$ cat src/rtl/dot_mac_seq_pkg.sv
// dot_mac_seq_pkg: shared fixed-point defaults, Q-format constants, accumulator sizing and state encoding
package dot_mac_seq_pkg;
  localparam int DEF_DATA_WIDTH = 16;
  localparam int DEF_FRACT_WIDTH = 8;
  localparam logic [DEF_DATA_WIDTH-1:0] ONE = DEF_DATA_WIDTH'(1) << DEF_FRACT_WIDTH;
  localparam logic [DEF_DATA_WIDTH-1:0] MAX_POS = {1'b0, {(DEF_DATA_WIDTH-1){1'b1}}};
  localparam logic [DEF_DATA_WIDTH-1:0] MIN_NEG = {1'b1, {(DEF_DATA_WIDTH-1){1'b0}}};
  typedef enum logic {ACCUM, RESULT} state_t;
  function automatic int acc_w(input int dw, input int fw, input int guard);
    return 2 * dw - fw + guard;
  endfunction
endpackage

$ cat src/rtl/dot_mac_mul.sv
// dot_mac_mul: signed Q-format multiply, floor rescale and sign-extend to accumulator width
module dot_mac_mul
  import dot_mac_seq_pkg::*;
#(
  parameter int DATA_WIDTH = DEF_DATA_WIDTH,
  parameter int FRACT_WIDTH = DEF_FRACT_WIDTH,
  parameter int ACC_W = acc_w(DEF_DATA_WIDTH, DEF_FRACT_WIDTH, 4)
) (
  input  logic [DATA_WIDTH-1:0]   x,
  input  logic [DATA_WIDTH-1:0]   w,
  output logic signed [ACC_W-1:0] p
);
  logic signed [2*DATA_WIDTH-1:0] full;
  always_comb begin
    full = $signed(x) * $signed(w);
    p = ACC_W'(full >>> FRACT_WIDTH);
  end
endmodule

$ cat src/rtl/dot_mac_seq.sv
// dot_mac_seq: streaming fixed-point dot product plus bias; define SATURATE_OUT_EN to clamp instead of wrap on overflow
module dot_mac_seq
  import dot_mac_seq_pkg::*;
#(
  parameter int DATA_WIDTH = DEF_DATA_WIDTH,
  parameter int FRACT_WIDTH = DEF_FRACT_WIDTH,
  parameter int VEC_LEN = 4,
  parameter int ACC_GUARD = 4
) (
  input  logic                  clk,
  input  logic                  rst_n,
  input  logic                  in_valid,
  output logic                  in_ready,
  input  logic [DATA_WIDTH-1:0] in_x,
  input  logic [DATA_WIDTH-1:0] in_w,
  input  logic [DATA_WIDTH-1:0] in_bias,
  output logic                  out_valid,
  input  logic                  out_ready,
  output logic [DATA_WIDTH-1:0] out_data,
  output logic                  out_ovf
);
  localparam int ACC_W = acc_w(DATA_WIDTH, FRACT_WIDTH, ACC_GUARD);
  localparam int CNT_W = VEC_LEN > 1 ? $clog2(VEC_LEN) : 1;
  state_t state_q, state_d;
  logic [CNT_W-1:0] cnt_q, cnt_d;
  logic signed [ACC_W-1:0] acc_q, acc_d, prod, sum;
  logic [DATA_WIDTH-1:0] out_data_q, out_data_d, narrow;
  logic out_ovf_q, out_ovf_d, beat, last, done, ovf;
  dot_mac_mul #(.DATA_WIDTH(DATA_WIDTH), .FRACT_WIDTH(FRACT_WIDTH), .ACC_W(ACC_W)) u_mul (
    .x(in_x),
    .w(in_w),
    .p(prod)
  );
  always_comb begin
    beat = in_valid && state_q == ACCUM;
    last = cnt_q == CNT_W'(VEC_LEN - 1);
    done = beat && last;
    sum = (cnt_q == '0 ? ACC_W'($signed(in_bias)) : acc_q) + prod;
    ovf = !(&sum[ACC_W-1:DATA_WIDTH-1] || ~|sum[ACC_W-1:DATA_WIDTH-1]);
`ifdef SATURATE_OUT_EN
    narrow = ovf ? {sum[ACC_W-1], {(DATA_WIDTH-1){~sum[ACC_W-1]}}} : sum[DATA_WIDTH-1:0];
`else
    narrow = sum[DATA_WIDTH-1:0];
`endif
    acc_d = beat ? sum : acc_q;
    cnt_d = beat ? (last ? '0 : cnt_q + CNT_W'(1)) : cnt_q;
    state_d = state_q == ACCUM ? (done ? RESULT : ACCUM) : (out_ready ? ACCUM : RESULT);
    out_data_d = done ? narrow : out_data_q;
    out_ovf_d = done ? ovf : out_ovf_q;
  end
  always_ff @(posedge clk or negedge rst_n) begin
    if (!rst_n) begin
      state_q <= ACCUM;
      cnt_q <= '0;
      acc_q <= '0;
      out_data_q <= '0;
      out_ovf_q <= 1'b0;
    end else begin
      state_q <= state_d;
      cnt_q <= cnt_d;
      acc_q <= acc_d;
      out_data_q <= out_data_d;
      out_ovf_q <= out_ovf_d;
    end
  end
  assign in_ready = state_q == ACCUM;
  assign out_valid = state_q == RESULT;
  assign out_data = out_data_q;
  assign out_ovf = out_ovf_q;
endmodule
$ cat config.mk
export PLATFORM = sky130hd
export DESIGN_NAME = dot_mac_seq
export DESIGN_NICKNAME = d
export VERILOG_FILES = /design/src/rtl/dot_mac_seq_pkg.sv /design/src/rtl/dot_mac_mul.sv /design/src/rtl/dot_mac_seq.sv
export SDC_FILE = /design/constraint.sdc
export NUM_CORES = 1
export LEC_CHECK = 0
export CAP_MARGIN = 5
export CORE_MARGIN = 4
export CORE_UTILIZATION = 45
export CTS_BUF_LIST = sky130_fd_sc_hd__clkbuf_4 sky130_fd_sc_hd__clkbuf_8
export DETAILED_ROUTE_END_ITERATION = 10
export SLEW_MARGIN = 20
export SYNTH_ARGS = -nofsm -noshare
export SYNTH_HDL_FRONTEND = slang
export SYNTH_SLANG_ARGS = --single-unit
$ cat constraint.sdc
create_clock -name clk -period 13.3 [get_ports clk]
set_input_delay 2.66 -clock clk [delete_from_list [all_inputs] [get_ports clk]]
set_output_delay 2.66 -clock clk [all_outputs]
set_load 0.01 [all_outputs]
Yosys cells after proc, flatten, opt, wreduce, memory -nomap -nowiden
Cells that the tools add are included.
Widths: inputs -> output; s select.
{"block": "classes", "add_sub_neg": 2, "n_bitwise": 1, "eq_ne": 1, "n_mul": 1, "reduce_logical": 8, "mux": 5}
{"operator": "$mul 16x16->32", "count": 1}
{"operator": "$add 28x24->28", "count": 1}
{"operator": "$mux 28", "count": 1}
{"operator": "$reduce_and 13->1", "count": 1}
{"operator": "$reduce_or 13->1", "count": 1}
{"operator": "$mux 1", "count": 3}
{"operator": "$add 2x1->2 const B", "count": 1}
{"operator": "$eq 2x2->1 const B", "count": 1}
{"operator": "$logic_and 1x1->1", "count": 2}
{"operator": "$logic_not 1->1", "count": 2}
{"operator": "$logic_not 2->1", "count": 1}
{"operator": "$mux 2", "count": 1}
{"operator": "$logic_or 1x1->1", "count": 1}
{"operator": "$not 1->1", "count": 1}
{"block": "totals", "inputBits": 52, "reg_bits": 48, "out_inout_bits": 19, "elab_cells": 23}

Depth between registers and ports, before layout
Gate-level depths: netlist of run 1.
{"block": "logic_depth", "word_depth": 7, "depth_mapped": 37, "depth_no_buf": 36}

Hierarchy
From an unflattened synthesis of run 1, not the netlist that was laid out.
{"block": "hier_totals", "cells_unflattened": 1483, "area_unflattened_um2": 13260.2}
{"module": "dot_mac_mul", "area_per_inst_um2": 9521.6, "cells_per_inst": 1035, "instances": 1}
{"module": "dot_mac_seq", "area_per_inst_um2": 3738.6, "cells_per_inst": 448, "instances": 1}

Worst setup path before layout of run 1
No wires, ideal clock.
{"block": "synth_path", "path_kind": "input-to-reg", "startpoint": "input in_x[15]", "endpoint": "register out_ovf_q (netlist: out_ovf)", "t_required_ns": 13.171, "arrival_ns": 10.601, "n_path_buf": 2, "stages": 35, "setup_time_ns": 0.129, "slack_ns": 2.570, "path_cell_list": "clkbuf_1 nand2_1 fa_1 inv_1 fa_1 fa_1 fa_1 fa_1 inv_1 fa_1 inv_1 ha_1 nand2_1 o21ai_0 nand2b_1 o22ai_1 a211oi_1 o21a_1 o21a_1 o21a_1 o21a_1 nor2_1 xnor2_1 ha_1 clkbuf_1 o21a_1 o22ai_2 o21ai_1 a31oi_4 xnor2_1 or3_1 mux2i_1 nand4_1 nor4b_2 o31ai_1"}
{"block": "synth_via", "elab_chain_cells": 6}
{"element": "from (decl)", "line": "dot_mac_seq.sv:14", "rtl": "input logic [DATA_WIDTH-1:0] in_x,"}
{"element": "$mul 16x16->32 *", "line": "dot_mac_mul.sv:15", "rtl": "full = $signed(x) * $signed(w);"}
{"element": "$add 28x24->28 *", "line": "dot_mac_seq.sv:38", "rtl": "sum = (cnt_q == '0 ? ACC_W'($signed(in_bias)) : acc_q) + prod;"}
{"element": "$reduce_or 13->1", "line": "dot_mac_seq.sv:39", "rtl": "ovf = !(&sum[ACC_W-1:DATA_WIDTH-1] || ~|sum[ACC_W-1:DATA_WIDTH-1]);"}
{"element": "$logic_not 1->1", "line": "dot_mac_seq.sv:39"}
{"element": "$logic_or 1x1->1 *", "line": "dot_mac_seq.sv:39"}
{"element": "$logic_not 1->1 *", "line": "dot_mac_seq.sv:39"}
{"element": "to (signal assigned)", "line": "dot_mac_seq.sv:63", "rtl": "out_ovf_q <= out_ovf_d;"}
{"element": "to (decl)", "line": "dot_mac_seq.sv:28", "rtl": "logic out_ovf_q, out_ovf_d, beat, last, done, ovf;"}
Every way passes the cells marked *; elsewhere a longest branch is shown, timed or not.
A chain may end at the register's enable or synchronous reset.

Worst setup path after layout of run 1
Same ends and word-level chain as after synthesis.

==> run metrics, run 1 <==
status=completed; clock slew at reported path FFs=0.09 ns; Synth Cell Area=13100 µm²; CTS tree=done; synthesized instance count=1467; DR pass1 iterations=5; Ports=71; layout cells sized above 1=0.0327; area delta synth->final=8.58%; first-pass GRT wire length=49800 µm; Max-cap violations=0; Routed Wire Length=29000 µm; r2r endpoint=out_ovf$_DFFE_PN0P_; Max stage delay cell, worst path=fa_1; DRC violations left=0; Tcrit/Tclk final=0.885; critical path class=in2reg; worst setup margin=1.53 ns; synth top area cells=fa_1, ha_1, dfrtp_1; top cells by instance count after synthesis=inv_1, fa_1, nand2_1; GRT Util Overall=0.193; Critical Path RT=13.48 ns; clk_lat worst skew=0.32 ns; FF+latch count, synth=48; CP startpoint=in_x[15]; DIE AREA=32000 µm²; initial core utilization=0.456; Final Hold Vio Count=0; unrepaired setup endpoints after global routing=no; # port buffers=70; synth unique cells=54; fmax=0.0850 GHz; slowest stage delay, CP=0.87 ns; CORE AREA=28800 µm²; Worst setup EP type=flop; crit-path most repeated cell=fa_1; Reg2Reg Depth=18; share of the synthesized area in the top cell type=0.399; Worst Path Arrival=11.95 ns; CP startpoint kind=input pin; number of global-route vias before repair=10300; R2R Setup Slk=8.87 ns; routed len/inst=15.4 µm; slew margin rel.=0.470; routed vias/inst=5.11; cts hold-fix bufs=0; GRT overflow=0; ys async rst share=1.00; worst slew pin tran=0.793 ns; most instantiated library cell after synthesis=inv_1; cell type with the largest total area after synthesis=fa_1; clk_skew=0.0127 ns; Setup violations, final=0; Critical Path Fanout Max=16; largest net degree at the start of global routing=56; net count after synthesis=1889; CTS root buffer=clkbuf_8; Synth Flop Type=dfrtp_1; crit path to=out_ovf$_DFFE_PN0P_; EDFF count, synth=0; post-route ant nets=0; CTS resizes=0; Max Slew Vio Count=0; DIE HEIGHT=179 µm; clock tree buffer depth=2; DP HPWL=24800 µm; GPL Wtd Cong=0.870; CTS Buf Count=5; dpl ws=1.19 ns; initial DRC count=416; post-CTS setup buffers=0; Synth Area per Inst=8.95 µm²; row cnt=62; Setup TNS=0 ns; register area share after synthesis=0.0914; Hold Path Class=reg2reg; H-tree levels=2; Vias=9623; initial antenna violation count=0; ANT cells=0; RR Startpoint=cnt_q[0]$_DFFE_PN0P_; Die W=179 µm; Period minus WS final=11.77 ns; final net count=1921; Fill cells=2766; Ys Warns=0; Sink Count=48
-- cell usage in the layout, fill, tap and decap left out, types with 30 or more instances in the layout --
master,count
a21oi_1,30
and2_1,119
clkdlybuf4s50_1,69
dfrtp_1,48
fa_1,262
ha_1,108
inv_1,314
nand2_1,180
nor2_1,59
o21ai_0,73
xnor2_1,39
-- state kept, by name (all words and copies together) (netlist names) --
signal     cells
cnt_q          2
out_data      16
out_ovf        1
acc_q         28
out_valid      1
-- metrics by stage --
step	instance area, µm²	util	cells	hold slack (ns)
after global routing	14300	0.496	1884	0.512
after detailed placement	14200	0.492	1876	0.467
after CTS	14300	0.495	1884	0.489
final	14300	0.496	1884	0.481
after floorplan	13100	-	1467	0.446
after global placement	14200	0.492	1876	0.457
-- critical path: cells and delay by family --
kind / cells / cell delay (ns)
and+or+nand+nor: 8 / 1.63
AOI/OAI and AO/OA: 11 / 2.22
xor gates and xnor gates: 2 / 0.25
adders and majority gates: 8 / 3.91
buffers and inverters: 5 / 1.09
muxes: 1 / 0.15
-- layer usage --
layer	up-vias	track usage	routed length, µm
li1	4538	-	-
met1	4919	0.246	11900
met3	29	0.0139	725
met2	137	0.359	15800
met4	0	0.0387	554
met5	-	0	0
-- cells by family (layout without fill, tap and decap cells) --
family / count (synthesis) / in the layout / share of synthesized area
AND/OR/NAND/NOR: 429 / 429 / 0.159
adder cells (fa/ha/maj): 370 / 370 / 0.502
buffers and inverters: 364 / 397 / 0.104
AO/OA/AOI/OAI: 171 / 171 / 0.0809
XOR/XNOR: 58 / 58 / 0.0401
flip-flops: 48 / 48 / 0.0914
multiplexers: 27 / 27 / 0.0227
-- area by class of cell --
type,count,area (µm²),share of cell area
clock buffers,6,82.6,0.00579
clock inverters,2,13.8,0.000965
inverters,314,1180,0.0826
multi-input cells,1055,10600,0.741
flip-flops and latches,48,1200,0.0842
well taps,384,480,0.0337
repair buffers,75,733,0.0514
-- how the worst min path moves through the flow --
stage	to	depth (start not counted)	start	slack, ns
after floorplan	acc_q[10]$_DFFE_PN0P_	2	acc_q[10]$_DFFE_PN0P_	0.45
after global placement	acc_q[12]$_DFFE_PN0P_	2	acc_q[12]$_DFFE_PN0P_	0.46
after detailed placement	acc_q[10]$_DFFE_PN0P_	2	acc_q[10]$_DFFE_PN0P_	0.47
after CTS	acc_q[10]$_DFFE_PN0P_	2	acc_q[10]$_DFFE_PN0P_	0.49
after global routing	acc_q[5]$_DFFE_PN0P_	2	acc_q[5]$_DFFE_PN0P_	0.51
final	acc_q[10]$_DFFE_PN0P_	2	acc_q[10]$_DFFE_PN0P_	0.48
Power of run 1 is left out: the tool's default activity adds up to more than one toggle a clock period on the data nets, which glitch-free logic cannot reach.
==> run 2, diff against run 1 <==
Settings changed: CTS_CLUSTER_DIAMETER set to 50, PLACE_DENSITY set to 0.71, SETUP_SLACK_MARGIN set to 0.5.
==> run 2 against run 1 <==
Against the previous run:
- design area rose by 0.18%
- register-to-register slack improved by 0.06 ns
- global-route usage fell by 0.45 points
- first-iteration DRC count fell by 16%
- worst setup slack got worse by 0.22 ns
- largest cell class unchanged
==> run metrics, run 2 (same netlist as run 1, synthesis figures left out) <==
Worst setup EP type=flop; fmax=0.0834 GHz; worst hold start=acc_q[14]$_DFFE_PN0P_; GPL Wtd Cong=0.902; row cnt=62; initial antenna violation count=0; worst slew pin tran=0.773 ns; CP startpoint kind=input pin; Critical Path Fanout Max=16; Hold Path Depth=2; CORE AREA=28800 µm²; Reg2Reg Depth=16; DRC violations left=0; clk_skew=0.0158 ns; CTS tree=done; initial core utilization=0.456; initial DRC count=351; status=completed; Final Hold Vio Count=0; most common library cell in the layout ignoring fill and taps=inv_1; DIE HEIGHT=179 µm; GRT overflow=0; Fill cells=2671; CTS Buf Count=5; routed vias/inst=5.13; Setup TNS=0 ns; Max Slew Vio Count=0; number of global-route vias before repair=10300; Max-cap violations=0; first-pass GRT wire length=48900 µm; clock tree buffer depth=2; area delta synth->final=8.77%; Period minus WS final=11.99 ns; routed len/inst=15.1 µm; Hold Path Class=reg2reg; cell area after placement=14200 µm²; DR pass1 iterations=5; post-CTS setup buffers=0; clk_lat worst skew=0.32 ns; R2R Setup Slk=8.93 ns; Max stage delay cell, worst path=fa_1; GRT Util Overall=0.188; DIE AREA=32000 µm²; Vias=9653; area of the multi-input gates=10600 µm²; Largest register FFs=28; Critical Path RT=13.48 ns; design area=14300 µm²; most flop-heavy register=acc_q; post-route ant nets=0; CTS root buffer=clkbuf_8; Routed Wire Length=28500 µm; CTS resizes=0; ANT cells=0; layout cells sized above 1=0.0314; final net count=1920; critical path class=in2reg; cts hold-fix bufs=0; Worst Path Arrival=12.17 ns; Sink Count=48; Worst Hold Path EP=acc_q[14]$_DFFE_PN0P_; Setup violations, final=0; # port buffers=70; most frequent cells in the layout=inv_1, fa_1, nand2_1; Ports=71; clock slew at reported path FFs=0.09 ns; Reg area=1200 µm²; H-tree levels=2; crit-path most repeated cell=fa_1; Tcrit/Tclk final=0.901; Die W=179 µm; largest net degree at the start of global routing=56; slowest stage delay, CP=0.89 ns; RR Startpoint=cnt_q[0]$_DFFE_PN0P_; r2r endpoint=out_ovf$_DFFE_PN0P_; DP HPWL=24200 µm; unrepaired setup endpoints after global routing=no; slew margin rel.=0.483
## run 2: changes by cell type in the layout (fill, tap and decap cells not counted)
cell	delta
clkbuf_8	-1
clkinv_2	-1
bufinv_16	+2
buf_4	-1
inv_6	-1
## run 2: layout make-up
cell class	instances	share of cell area
clock buffers	5	0.00482
multi-input cells	1055	0.740
clock inverters	2	0.00420
repair buffers	74	0.0508
flip-flops and latches	48	0.0841
inverters	314	0.0825
well taps	384	0.0336
## run 2: through the flow
stage	setup slack, ns	hold WS [ns]	utilization	std cells
global placement	1.47	0.458	0.492	1875
CTS	1.38	0.487	0.496	1882
finish	1.31	0.479	0.496	1882
detailed placement	1.06	0.467	0.492	1875
floorplan	2.57	0.446	-	1467
global route	0.610	0.512	0.496	1882
## run 2: worst max path at each step
stage | to | from | cells past startpoint | slack, ns
finish | out_ovf$_DFFE_PN0P_ | in_x[15] | 35 | 1.31
global route | out_ovf$_DFFE_PN0P_ | in_w[1] | 34 | 0.61
CTS | out_ovf$_DFFE_PN0P_ | in_x[15] | 35 | 1.38
detailed placement | out_ovf$_DFFE_PN0P_ | in_x[15] | 35 | 1.06
global placement | out_ovf$_DFFE_PN0P_ | in_w[2] | 35 | 1.47
floorplan | out_ovf$_DFFE_PN0P_ | in_x[15] | 35 | 2.57
## run 2: routing by layer
| layer | global-route usage | part of all wire |
|---|---|---|
| met5 | 0 | 0 |
| met1 | 0.233 | 0.41 |
| met3 | 0.0186 | 0.032 |
| met4 | 0.0349 | 0.017 |
| met2 | 0.356 | 0.54 |
## run 2: critical path, delay by kind of cell
family          cells  cell delay (ns)
compound gates     11             2.30
fa+ha+maj           8             3.99
xor+xnor            2             0.26
buf+inv             5             1.12
mux                 1             0.15
simple gates        8             1.68
Power of run 2 is left out for the same reason.
